`src/rtl/aq_mem_arbiter_if.sv`:
```
// RAM port bundle between the arbiter (master) and the single-port byte RAM (slave).
// mem_q is the RAM's registered read data: valid the cycle after mem_addr is presented.
interface aq_mem_arbiter_if #(
    parameter int AW = 16
);
    logic [AW-1:0] mem_addr;
    logic [7:0]    mem_wdata;
    logic          mem_we;
    logic [7:0]    mem_q;

    modport master (
        output mem_addr,
        output mem_wdata,
        output mem_we,
        input  mem_q
    );

    modport slave (
        input  mem_addr,
        input  mem_wdata,
        input  mem_we,
        output mem_q
    );
endinterface

```
`src/rtl/aq_mem_arbiter.sv`:
```
// Single-port RAM arbiter for the Z80 CPU, the buffered download port and the tape reader.
// One RAM slot per clk_sys cycle, fixed priority CPU > download FIFO > tape.
// The RAM-side outputs are combinational so CPU writes land in their own grant cycle.
module aq_mem_arbiter #(
    parameter int AW         = 16,
    parameter int FIFO_DEPTH = 4
) (
    input  logic          clk_sys,
    input  logic          reset,

    input  logic          cpu_ce,
    input  logic          cpu_rd,
    input  logic          cpu_we,
    input  logic [AW-1:0] cpu_addr,
    input  logic [7:0]    cpu_wdata,
    output logic [7:0]    cpu_rdata,

    input  logic          ioctl_download,
    input  logic          ioctl_wr,
    input  logic [AW-1:0] ioctl_addr,
    input  logic [7:0]    ioctl_data,
    output logic          dl_busy,
    output logic          dl_done,
    output logic          dl_overflow,

    input  logic          tape_req,
    input  logic [AW-1:0] tape_addr,
    output logic          tape_ack,
    output logic [7:0]    tape_data,

    aq_mem_arbiter_if.master mem
);

    localparam int PW = $clog2(FIFO_DEPTH);
    localparam logic [PW:0] PTR_ONE = {{PW{1'b0}}, 1'b1};

    typedef enum logic [1:0] {T_IDLE, T_WAIT, T_DATA, T_HOLD} tape_state_t;
    typedef enum logic [1:0] {DL_IDLE, DL_ACTIVE, DL_DRAIN} dl_state_t;

    typedef struct packed {
        logic [AW-1:0] addr;
        logic [7:0]    data;
    } dl_entry_t;

    tape_state_t tape_state, tape_next;
    dl_state_t   dl_state, dl_next;

    dl_entry_t   fifo_mem [FIFO_DEPTH];
    dl_entry_t   fifo_head;
    logic [PW:0] wr_ptr, rd_ptr;
    logic        fifo_empty, fifo_full, fifo_push, fifo_pop, overflow_set;

    logic        cpu_grant, fifo_grant, tape_grant;
    logic        cpu_rd_pend;
    logic        dl_prev, dl_rise, dl_done_nxt, overflow_clr;

    logic [AW-1:0] mem_addr_c, mem_addr_q;
    logic [7:0]    mem_wdata_c, mem_wdata_q;
    logic          mem_we_c;

    // FIFO status; the extra pointer bit separates full from empty.
    assign fifo_empty   = (wr_ptr == rd_ptr);
    assign fifo_full    = (wr_ptr[PW-1:0] == rd_ptr[PW-1:0]) && (wr_ptr[PW] != rd_ptr[PW]);
    assign fifo_head    = fifo_mem[rd_ptr[PW-1:0]];
    assign fifo_pop     = fifo_grant;
    // A full FIFO still accepts a byte when the head leaves in the same cycle.
    assign fifo_push    = ioctl_wr & (~fifo_full | fifo_pop);
    assign overflow_set = ioctl_wr & fifo_full & ~fifo_pop;

    // Fixed-priority slot grant; nothing is granted while reset is held.
    assign cpu_grant  = ~reset & cpu_ce & (cpu_rd | cpu_we);
    assign fifo_grant = ~reset & ~cpu_grant & ~fifo_empty;
    assign tape_grant = ~reset & ~cpu_grant & fifo_empty & (tape_state == T_WAIT);

    assign dl_rise = ioctl_download & ~dl_prev;
    assign dl_busy = (dl_state != DL_IDLE) | ~fifo_empty;

    assign mem.mem_addr  = mem_addr_c;
    assign mem.mem_wdata = mem_wdata_c;
    assign mem.mem_we    = mem_we_c;

    // RAM port mux: the granted requester drives the port, otherwise address/data hold.
    always_comb begin
        // NOTE: every output gets a default first so no path through the block infers a latch.
        mem_addr_c  = mem_addr_q;
        mem_wdata_c = mem_wdata_q;
        mem_we_c    = 1'b0;
        if (cpu_grant) begin
            mem_addr_c = cpu_addr;
            if (cpu_we) begin
                mem_we_c    = 1'b1;
                mem_wdata_c = cpu_wdata;
            end
        end else if (fifo_grant) begin
            mem_addr_c  = fifo_head.addr;
            mem_wdata_c = fifo_head.data;
            mem_we_c    = 1'b1;
        end else if (tape_grant) begin
            mem_addr_c = tape_addr;
        end
    end

    // Hold registers for the idle-slot address/data and the CPU read return path.
    always_ff @(posedge clk_sys) begin
        // NOTE: sequential state uses non-blocking assignments so every register samples pre-edge values.
        if (reset) begin
            mem_addr_q  <= '0;
            mem_wdata_q <= '0;
            cpu_rd_pend <= 1'b0;
            cpu_rdata   <= '0;
        end else begin
            mem_addr_q  <= mem_addr_c;
            mem_wdata_q <= mem_wdata_c;
            cpu_rd_pend <= cpu_grant & ~cpu_we;
            if (cpu_rd_pend) cpu_rdata <= mem.mem_q;
        end
    end

    // FIFO pointers; buffered bytes are discarded by reset.
    always_ff @(posedge clk_sys) begin
        if (reset) begin
            wr_ptr <= '0;
            rd_ptr <= '0;
        end else begin
            if (fifo_push) wr_ptr <= wr_ptr + PTR_ONE;
            if (fifo_pop)  rd_ptr <= rd_ptr + PTR_ONE;
        end
    end

    // FIFO storage written at the tail.
    always_ff @(posedge clk_sys) begin
        // NOTE: storage is not reset; the pointers alone decide which entries are valid.
        if (fifo_push) fifo_mem[wr_ptr[PW-1:0]] <= '{addr: ioctl_addr, data: ioctl_data};
    end

    // Tape FSM state register.
    always_ff @(posedge clk_sys) begin
        if (reset) tape_state <= T_IDLE;
        else       tape_state <= tape_next;
    end

    // Tape FSM next state: request, wait for a slot, capture, wait for request release.
    always_comb begin
        tape_next = tape_state;
        case (tape_state)
            T_IDLE: if (tape_req)   tape_next = T_WAIT;
            T_WAIT: if (tape_grant) tape_next = T_DATA;
            T_DATA:                 tape_next = T_HOLD;
            T_HOLD: if (!tape_req)  tape_next = T_IDLE;
            default:                tape_next = T_IDLE;
        endcase
    end

    // Tape return: capture RAM data one cycle after the grant and flag it with a one-cycle ack.
    always_ff @(posedge clk_sys) begin
        if (reset) begin
            tape_ack  <= 1'b0;
            tape_data <= '0;
        end else begin
            tape_ack <= (tape_state == T_DATA);
            if (tape_state == T_DATA) tape_data <= mem.mem_q;
        end
    end

    // Download FSM state plus its registered outputs.
    always_ff @(posedge clk_sys) begin
        if (reset) begin
            dl_state    <= DL_IDLE;
            dl_prev     <= 1'b0;
            dl_done     <= 1'b0;
            dl_overflow <= 1'b0;
        end else begin
            dl_state <= dl_next;
            dl_prev  <= ioctl_download;
            dl_done  <= dl_done_nxt;
            // A byte dropped in the same cycle a session starts still counts.
            if (overflow_set)      dl_overflow <= 1'b1;
            else if (overflow_clr) dl_overflow <= 1'b0;
        end
    end

    // Download FSM next state: session start, session end, wait for the FIFO to drain.
    always_comb begin
        dl_next      = dl_state;
        dl_done_nxt  = 1'b0;
        overflow_clr = 1'b0;
        case (dl_state)
            DL_IDLE: begin
                if (dl_rise) begin
                    dl_next      = DL_ACTIVE;
                    overflow_clr = 1'b1;
                end
            end
            DL_ACTIVE: if (!ioctl_download) dl_next = DL_DRAIN;
            DL_DRAIN: begin
                if (fifo_empty) begin
                    dl_next     = DL_IDLE;
                    dl_done_nxt = 1'b1;
                end
            end
            default: dl_next = DL_IDLE;
        endcase
    end

endmodule

```
`src/flat_wrapper.sv`:
```
// flat-port wrapper written by rule: the top's interface ports become plain ports
module aq_mem_arbiter_flat 
#(
    parameter int AW         = 16,
    parameter int FIFO_DEPTH = 4
)
  (clk_sys, reset, cpu_ce, cpu_rd, cpu_we, cpu_addr, cpu_wdata, cpu_rdata, ioctl_download, ioctl_wr, ioctl_addr, ioctl_data, dl_busy, dl_done, dl_overflow, tape_req, tape_addr, tape_ack, tape_data, mem_mem_addr, mem_mem_wdata, mem_mem_we, mem_mem_q);
  aq_mem_arbiter_if #(.AW(AW)) mem_i ();
  input  logic clk_sys;
  input  logic reset;
  input  logic cpu_ce;
  input  logic cpu_rd;
  input  logic cpu_we;
  input  logic [AW-1:0] cpu_addr;
  input  logic [7:0] cpu_wdata;
  output logic [7:0] cpu_rdata;
  input  logic ioctl_download;
  input  logic ioctl_wr;
  input  logic [AW-1:0] ioctl_addr;
  input  logic [7:0] ioctl_data;
  output logic dl_busy;
  output logic dl_done;
  output logic dl_overflow;
  input  logic tape_req;
  input  logic [AW-1:0] tape_addr;
  output logic tape_ack;
  output logic [7:0] tape_data;
  output wire logic [$bits(mem_i.mem_addr)-1:0] mem_mem_addr;
  output wire logic [$bits(mem_i.mem_wdata)-1:0] mem_mem_wdata;
  output wire logic [$bits(mem_i.mem_we)-1:0] mem_mem_we;
  input wire logic [$bits(mem_i.mem_q)-1:0] mem_mem_q;
  assign mem_mem_addr = mem_i.mem_addr;
  assign mem_mem_wdata = mem_i.mem_wdata;
  assign mem_mem_we = mem_i.mem_we;
  assign mem_i.mem_q = mem_mem_q;
  aq_mem_arbiter #(.AW(AW), .FIFO_DEPTH(FIFO_DEPTH)) u_core (.clk_sys(clk_sys), .reset(reset), .cpu_ce(cpu_ce), .cpu_rd(cpu_rd), .cpu_we(cpu_we), .cpu_addr(cpu_addr), .cpu_wdata(cpu_wdata), .cpu_rdata(cpu_rdata), .ioctl_download(ioctl_download), .ioctl_wr(ioctl_wr), .ioctl_addr(ioctl_addr), .ioctl_data(ioctl_data), .dl_busy(dl_busy), .dl_done(dl_done), .dl_overflow(dl_overflow), .tape_req(tape_req), .tape_addr(tape_addr), .tape_ack(tape_ack), .tape_data(tape_data), .mem(mem_i));
endmodule
```
`config.mk`:
```
export PLATFORM = sky130hd
export DESIGN_NAME = aq_mem_arbiter_flat
export DESIGN_NICKNAME = d
export VERILOG_FILES = /design/src/rtl/aq_mem_arbiter_if.sv /design/src/rtl/aq_mem_arbiter.sv /design/src/flat_wrapper.sv
export SDC_FILE = /design/constraint.sdc
export NUM_CORES = 1
export LEC_CHECK = 0
export CELL_PAD_IN_SITES_DETAIL_PLACEMENT = 0
export CELL_PAD_IN_SITES_GLOBAL_PLACEMENT = 1
export CORE_ASPECT_RATIO = 1.1
export CORE_MARGIN = 3
export CORE_UTILIZATION = 45
export CTS_BUF_LIST = sky130_fd_sc_hd__clkbuf_8 sky130_fd_sc_hd__clkbuf_16
export DETAILED_ROUTE_END_ITERATION = 16
export PLACE_DENSITY = 0.83
export SLEW_MARGIN = 20
export SYNTH_ARGS = -nofsm -noshare
export SYNTH_HDL_FRONTEND = slang
export SYNTH_SLANG_ARGS = --single-unit
```
`constraint.sdc`:
```
create_clock -name clk_sys -period 4.75 [get_ports clk_sys]
set_input_delay 0.7125 -clock clk_sys [delete_from_list [all_inputs] [get_ports clk_sys]]
set_output_delay 0.7125 -clock clk_sys [all_outputs]
set_load 0.05 [all_outputs]
```
# Yosys cells after proc, flatten, opt, wreduce, memory -nomap -nowiden

Memory sizes are Yosys's and may differ from the RTL's. A register that Yosys moved wholly into a read port is not among the register bits.
Cells that the tools add are included.

$add $sub $neg: 2
Reductions and logical operators: 8
Bitwise logic cells: 22
Shift operators: 0
Multipliers: 0
Multiplexer cells: 26
Eq/ne operators: 14
Divide/modulo/power cells: 0
Magnitude comparators: 0

Operators by type and width:

| kind                | count |
|---|---|
| $mux 16             | 3 |
| $mux 8              | 3 |
| $mux 2              | 8 |
| $and 1x1->1         | 11 |
| $mux 1              | 10 |
| $not 1->1           | 8 |
| $pmux 2 s4          | 1 |
| $add 3x1->3 const B | 2 |
| $eq 2x2->1 const B  | 3 |
| $ne 2x1->1 const B  | 3 |
| $ne 2x2->1 const B  | 3 |
| $pmux 2 s3          | 1 |
| $reduce_and 3->1    | 2 |
| $eq 2x1->1 const B  | 2 |
| $logic_not 2->1     | 2 |
| $reduce_bool 2->1   | 2 |
| $eq 3x3->1          | 1 |
| $or 1x1->1          | 3 |
| $eq 2x2->1          | 1 |
| $reduce_or 2->1     | 1 |
| $logic_and 1x1->1   | 1 |
| $ne 1x1->1          | 1 |

ROM bits: 0
Memories: 1
Bits in registers: 55
Output and inout bits: 45
Bits in writable memories: 96
Input port bits: 80
Logic and storage cells: 86
Bits in latches: 0

Memory list:

| memory          | words | width | rd ports | clocked after memory_dff | wr ports | line                 | source |
|---|---|---|---|---|---|---|---|
| u_core.fifo_mem | 4     | 24    | 1        | 1                        | 1        | aq_mem_arbiter.sv:48 | `dl_entry_t fifo_mem [FIFO_DEPTH];` |

# Depth between registers and ports, before layout

Gate-level depths: netlist of the first run.

Word-level depth: 10
Mapped depth: 8
Mapped depth without buffers: 6

# Worst setup path after synthesis of the first run

No wires, ideal clock.

Kind: input port to output port
Start: input reset
End: output mem_mem_addr[10]
Slack: 1.545 ns
Path buffers: 3
Cell stages on the path: 7
Data arrival time: 2.492 ns
Required time: 4.038 ns
Path through: buf_2 > nor2b_1 > o21a_1 > buf_4 > clkbuf_1 > nand2_1 > a22oi_1

Cells in the longest elaborated chain, start to end: 10
Elaborated cells between the ends (all ways): 11
Classes of those cells: mux: 3; bitwise: 8

RTL lines:

| what                     | line                                                             | source |
|---|---|---|
| start, declared          | flat_wrapper.sv:10                                               | `input logic reset;` |
| $not 1->1 *              | aq_mem_arbiter.sv:71, aq_mem_arbiter.sv:72, aq_mem_arbiter.sv:73 |  |
| $and 1x1->1 (2 in a row) | aq_mem_arbiter.sv:71                                             | `assign cpu_grant = ~reset & cpu_ce & (cpu_rd \| cpu_we);` |
| $not 1->1                | aq_mem_arbiter.sv:72, aq_mem_arbiter.sv:73                       |  |
| $and 1x1->1              | aq_mem_arbiter.sv:72, aq_mem_arbiter.sv:73                       |  |
| $and 1x1->1 (2 in a row) | aq_mem_arbiter.sv:73                                             | `assign tape_grant = ~reset & ~cpu_grant & fifo_empty & (tape_state == T_WAIT);` |
| $mux 16                  | aq_mem_arbiter.sv:98                                             | `end else if (tape_grant) begin` |
| $mux 16                  | aq_mem_arbiter.sv:94                                             | `end else if (fifo_grant) begin` |
| $mux 16 *                | aq_mem_arbiter.sv:88                                             | `if (cpu_grant) begin` |
| end, declared            | flat_wrapper.sv:28                                               | `output wire logic [$bits(mem_i.mem_addr)-1:0] mem_mem_addr;` |

Every way passes the cells marked *; elsewhere a longest branch is shown, timed or not.

# Worst setup path in the final report of the first run

Start: input reset
End: output mem_mem_addr[13]

Same word-level chain as after synthesis.

==> results of run 1 <==
-- flip-flops by register name, summed over array words and instances, names as in the netlist, named ones only --
register,cells
u_core.cpu_rd_pend,1
u_core.dl_prev,1
u_core.dl_done,1
u_core.tape_data,8
u_core.fifo_mem,96
u_core.mem_addr_q,16
u_core.mem_wdata_q,8
u_core.wr_ptr,3
u_core.cpu_rdata,8
u_core.dl_state,2
u_core.rd_ptr,3
u_core.tape_ack,1
u_core.tape_state,2
u_core.dl_overflow,1
-- worst paths after layout --
path,start,to,cells past startpoint
worst max-delay path,reset,mem_mem_addr[13],6
worst min-delay path,u_core.dl_overflow$_SDFFE_PP0P_,u_core.dl_overflow$_SDFFE_PP0P_,2
worst max register to register,u_core.wr_ptr[1]$_SDFFE_PP0N_,u_core.fifo_mem[2][7]$_DFFE_PP_,5
worst min register to register,u_core.dl_overflow$_SDFFE_PP0P_,u_core.dl_overflow$_SDFFE_PP0P_,2
-- routing by layer --
| metal | vias to the layer above | routed length [um] | global-route usage [%] |
|---|---|---|---|
| met5 | - | 0 | 0 |
| li1 | 2146 | - | - |
| met4 | 0 | 251 | 7.04 |
| met2 | 147 | 7960 | 32.2 |
| met1 | 2240 | 6250 | 24.0 |
| met3 | 20 | 779 | 4.67 |
-- stage by stage --
step / util (%) / worst slack (ns)
6_report: 62.7 / 0.947
5_1_grt: 62.7 / 0.780
4_1_cts: 62.6 / 0.949
3_5_place_dp: 58.5 / 0.957
3_3_place_gp: 58.5 / 1.03
2_1_floorplan: - / 1.55
-- power by group through the flow --
| stage | registers [mW] | clock network, mW | logic, mW |
|---|---|---|---|
| 2_1_floorplan | 1.71 | 0 | 1.34 |
| 3_3_place_gp | 1.72 | 0 | 2.08 |
| 3_5_place_dp | 1.73 | 0 | 2.10 |
| 4_1_cts | 1.71 | 1.32 | 2.11 |
| 5_1_grt | 1.73 | 1.38 | 2.23 |
| 6_report | 1.70 | 1.29 | 2.10 |
-- kinds of logic (layout without fill, tap and decap cells) --
kind of cell             count (synthesis)  count (layout)  synth area share (%)
AND/OR/NAND/NOR                        123             123                  9.51
adder cells (fa/ha/maj)                  9               9                  1.69
XOR/XNOR                                 6               6                 0.904
flip-flops                             153             153                  60.6
multiplexers                            62              62                  13.9
buffers and inverters                   43             174                  3.16
AO/OA/AOI/OAI                           99              99                  10.3
-- synth_stat cells (2+ instances only) --
cell type and number:
clkbuf_1 15, o221ai_1 16, ha_1 9, or3_1 18
nand3_1 26, mux4_2 24, buf_2 14, dfxtp_1 57
a31oi_1 9, a22oi_1 23, nor2_1 23, a21o_1 2
nand2_1 28, xor2_1 2, mux2i_1 36, and2_1 3
nor2b_1 2, inv_1 8, xnor2_1 3, edfxtp_1 96
nand2b_1 16, buf_4 2, o21ai_0 26, o21ai_1 11
a21oi_1 4, buf_1 2
-- layout make-up --
type / instances / area [um2] / area share, %
flip-flops and latches: 153 / 4030 / 45.4
inverters: 8 / 30.0 / 0.339
clock inverters: 15 / 153 / 1.72
repair buffers: 134 / 1560 / 17.6
clock buffers: 17 / 425 / 4.80
well taps: 188 / 235 / 2.66
multi-input cells: 299 / 2430 / 27.5
-- critical path, cell delays in order --
cell and delay (ns):
clkdlybuf4s50_1 0.61, nor2b_1 0.37, o21a_1 0.67, nand2_1 0.18
a22oi_1 0.34, buf_12 0.19
==> summary.txt, run 1 <==
Run status
  • Outcome: finished, final reports clean

Detailed routing
  • Post-DR wirelength/cell: roughly 19 um
  • DRT iter0 DRCs: 277
  • Post-route ant nets: 0
  • Vias: 4553
  • Drc violations: 0
  • Drt pass-1 iters: 5
  • DR vias/cell: 5.59
  • Final wirelength: 15200 um

GRT
  • Antenna violations before repair: 0
  • First-pass GRT wire length: 24100 um
  • GRT Residual Overflow: 0
  • Global Route Usage Sum: 19.2%
  • Number of global-route vias before repair: 4643
  • Pin count of the biggest net entering global routing: about 50

Logic synthesis
  • Synth warn: 0
  • Post-synth EDFFs: 96
  • Synth top area share: 43.4%
  • Syn Nets: 584
  • Ys async rst share: 0%
  • Post-synth top flop: edfxtp_1
  • Sequential-to-total area share from yosys stat: 60.6%
  • Cell count after synthesis: about 500
  • Yosys cell types: 46
  • #FFs+latches synth: 153
  • Leading area contributor after synthesis: edfxtp_1
  • Mapped Area: 6640 um2
  • Avg Inst Size Synth: 13.4 um2
  • Synth top area cells: edfxtp_1, dfxtp_1, mux4_2

Worst setup path
  • Worst path required time: a little over 4 ns
  • WP data arrival: 3.09 ns
  • Startpoint types: input pin
  • CP Class: input pin to output pin
  • R2r setup slk: 2.28 ns
  • CP endpoint kind: output pin
  • CP Max Fanout: 17

Power
  • Clock Power Share: approximately 25%
  • Sequential Power Share: 33.4%
  • Combinational power share: 41.2%
  • Int Pwr: 3.27 mW
  • Switching Power: 1.83 mW
  • Power per Cell Area: 575 nW/um2
  • Static leakage: 3.17 nW
  • Switching share of power: between 30% and 40%
  • Worst vdd rail ir drop: 0.296 mV
  • Power, Total: 5.10 mW

Place
  • Placed Area: 8270 um2
  • HPWL after DPL: 10600 um
  • Port Buffers: 124
  • Cell count after placement: 782
  • Routability cong.: 0.856

Timing
  • Slew @ Worst Pin: 0.928 ns
  • Max-Slew Margin vs Limit: 37.5%
  • Hold_ws: 0.486 ns
  • Crit path time final: 3.80 ns
  • Fin. max-slew vios: 0
  • Fmax: roughly 260 MHz
  • Clock Skew: ~0.010 ns
  • Endpoints failing hold: 0
  • RSZ-0062 raised after global routing: false
  • Ratio of final minimum period to clock period: 80.1%
  • Accumulated negative setup slack: 0 ns
  • Final setup fails: 0

Floorplan
  • Die width: 122 um
  • Die area: 16300 um2
  • Io pins: 125
  • Initial Util: between 40% and 50%
  • Die height: 133 um
  • # rows: 45
  • CORE AREA: 14100 um2

Finish
  • Share of cells above drive strength 1: between 10% and 20%
  • Finished Layout Cells: roughly 800
  • Commonest non-fill, non-tap cell in the layout: clkdlybuf4s50_1
  • Area growth, synth to finish: 33.3%
  • N_diodes: 0
  • Nets@finish: 702
  • Most frequent cells in the layout: clkdlybuf4s50_1, edfxtp_1, dfxtp_1, mux2i_1, nand2_1
  • # fillers: 1050
  • Final instance area: 8860 um2

Clock network
  • CTS tree: built
  • Post-CTS setup buffers: 0
  • Root buf cell: clkbuf_16
  • Clock buffer depth: 2
  • # hold bufs at CTS: 0
  • CTS resizes: 0
  • Num CTS Buffers: 17
  • Sink Count: approximately 150
  • Reg clk slew, reported paths: 0.06 ns
  • Worst-Skew Late Latency: 0.42 ns
  • H-tree depth: 4

Worst hold path
  • Worst hold-check path type: register to register

Flow run
  • Max-cap violation count: 0
No activity file was read; power rests on OpenSTA's default activity.
==> inputs of run 2 (changes only) <==
Settings changed: CORE_UTILIZATION 45 to 42, PLACE_DENSITY 0.83 to 0.78.
Clock period 4.75 ns to 3.8 ns, I/O delays scaled along.
==> run 2 against run 1 <==
Highest routed layer unchanged. Global-route usage down 1.2 points. Cell area up 0.23%. Utilization down 4.6 points. Sequential power up 24%. Wire length up 1.2%. Critical path depth unchanged.
==> summary.txt, run 2 (same netlist as run 1, synthesis figures left out) <==
Worst setup path
  • Worst setup startpoint: u_core.rd_ptr[0]$_SDFFE_PP0N_
  • CP endpoint kind: output pin
  • RR Startpoint: u_core.rd_ptr[0]$_SDFFE_PP0N_
  • WP data arrival: around 2.7 ns
  • Startpoint types: register
  • CP Max Fanout: 16
  • Worst path required time: around 3.2 ns
  • R2R depth: 5
  • CP Class: register to output pin

Finish
  • Share of cells above drive strength 1: approximately 16%
  • Area growth, synth to finish: 33.6%
  • Most frequent cells in the layout: clkdlybuf4s50_1, edfxtp_1, dfxtp_1, mux2i_1, nand2_1
  • Commonest non-fill, non-tap cell in the layout: clkdlybuf4s50_1
  • Nets@finish: just over 700
  • Max reg flops: 96
  • Finished Layout Cells: slightly above 800

Worst hold path
  • Worst hold path cell count: 1
  • Hold path start: u_core.dl_prev$_SDFF_PP0_
  • Worst hold-check path type: register to register

Place
  • HPWL after DPL: 10700 um
  • Routability cong.: 0.775
  • Port Buffers: 124
  • Cell count after placement: 793

Detailed routing
  • DR vias/cell: 5.53
  • Post-route ant nets: 0
  • Drt pass-1 iters: 5
  • DRT iter0 DRCs: 355
  • Drc violations: 0
  • Vias: around 4600
  • Final wirelength: 15400 um
  • Post-DR wirelength/cell: between 15 and 20 um

Clock network
  • H-tree depth: 4
  • Root buf cell: clkbuf_16
  • Sink Count: 153
  • Worst-Skew Late Latency: 0.41 ns
  • Post-CTS setup buffers: 0
  • CTS tree: built
  • Clock buffer depth: 2
  • Reg clk slew, reported paths: ~0.060 ns
  • # hold bufs at CTS: 0
  • Num CTS Buffers: 17
  • CTS resizes: 0

GRT
  • Antenna violations before repair: 1
  • Number of global-route vias before repair: 4570
  • Global Route Usage Sum: 18.0%
  • Pin count of the biggest net entering global routing: 59
  • GRT Residual Overflow: 0
  • First-pass GRT wire length: 24400 um

Power
  • Static leakage: between 3 and 4 nW
  • Worst vdd rail ir drop: 0.320 mV
  • Power per Cell Area: 712 nW/um2

Timing
  • Max-Slew Margin vs Limit: 37.4%
  • Accumulated negative setup slack: 0 ns
  • RSZ-0062 raised after global routing: false
  • Crit path time final: 3.25 ns
  • Endpoints failing hold: 0
  • Final setup fails: 0
  • Slew @ Worst Pin: about 0.93 ns
  • Ratio of final minimum period to clock period: 85.6%
  • Fmax: 307 MHz
  • Clock Skew: 0.00820 ns
  • Fin. max-slew vios: 0

Floorplan
  • # rows: 47
  • Die area: 17400 um2
  • Io pins: 125
  • Die height: 138 um
  • CORE AREA: between 15000 and 20000 um2
  • Initial Util: 43.5%
  • Die width: 126 um

Run status
  • Outcome: finished, final reports clean

Flow run
  • Max-cap violation count: 0
[run 2: critical path, cell delays in order (launching register included)]
cell     delay (ns)
dfxtp_1        0.52
xor2_2         0.19
nor3_4         0.57
buf_12         0.25
mux2i_1        0.36
a22oi_1        0.19
buf_12         0.18
[run 2: path summary, 6_finish.rpt]
kind / end / slack (ns)
max: mem_mem_addr[7] / 0.55
min: u_core.dl_state[0]$_SDFFE_PP0P_ / 0.47
max reg2reg: u_core.mem_addr_q[7]$_SDFF_PP0_ / 1.67
min reg2reg: u_core.dl_state[0]$_SDFFE_PP0P_ / 0.47
[run 2: per-stage QoR]
| step | setup WS, ns | area, um2 | power [mW] | hold slack [ns] | utilization (%) |
|---|---|---|---|---|---|
| 2_1_floorplan | 0.880 | 6640 | 3.82 | 0.429 | - |
| 3_3_place_gp | 0.326 | 8330 | 4.81 | 0.436 | 54.5 |
| 3_5_place_dp | 0.586 | 8340 | 4.85 | 0.463 | 54.5 |
| 4_1_cts | 0.528 | 8870 | 6.38 | 0.466 | 58.0 |
| 5_1_grt | 0.432 | 8880 | 6.61 | 0.492 | 58.1 |
| 6_report | 0.545 | 8880 | 6.32 | 0.466 | 58.1 |
[run 2: power breakdown]
part | internal, mW | switching (mW) | total (mW)
Sequential | 1.95 | 0.153 | 2.11
Clock | 0.888 | 0.631 | 1.52
Combinational | 1.21 | 1.49 | 2.69
[run 2: routing by layer]
| layer | global-route usage (%) | up-vias | wire length, um |
|---|---|---|---|
| li1 | - | 2146 | - |
| met1 | 23.0 | 2220 | 6610 |
| met2 | 30.0 | 180 | 7640 |
| met3 | 3.78 | 19 | 888 |
| met4 | 7.87 | 0 | 288 |
| met5 | 0 | - | 0 |
[run 2: cell type report]
type / instances / area [um2]
diodes: 1 / 2.50
fillers: 1268 / 6410
clock inverters: 15 / 113
well taps: 196 / 245
flip-flops and latches: 153 / 4030
multi-input cells: 299 / 2430
inverters: 8 / 30.0
repair buffers: 137 / 1600
clock buffers: 17 / 425
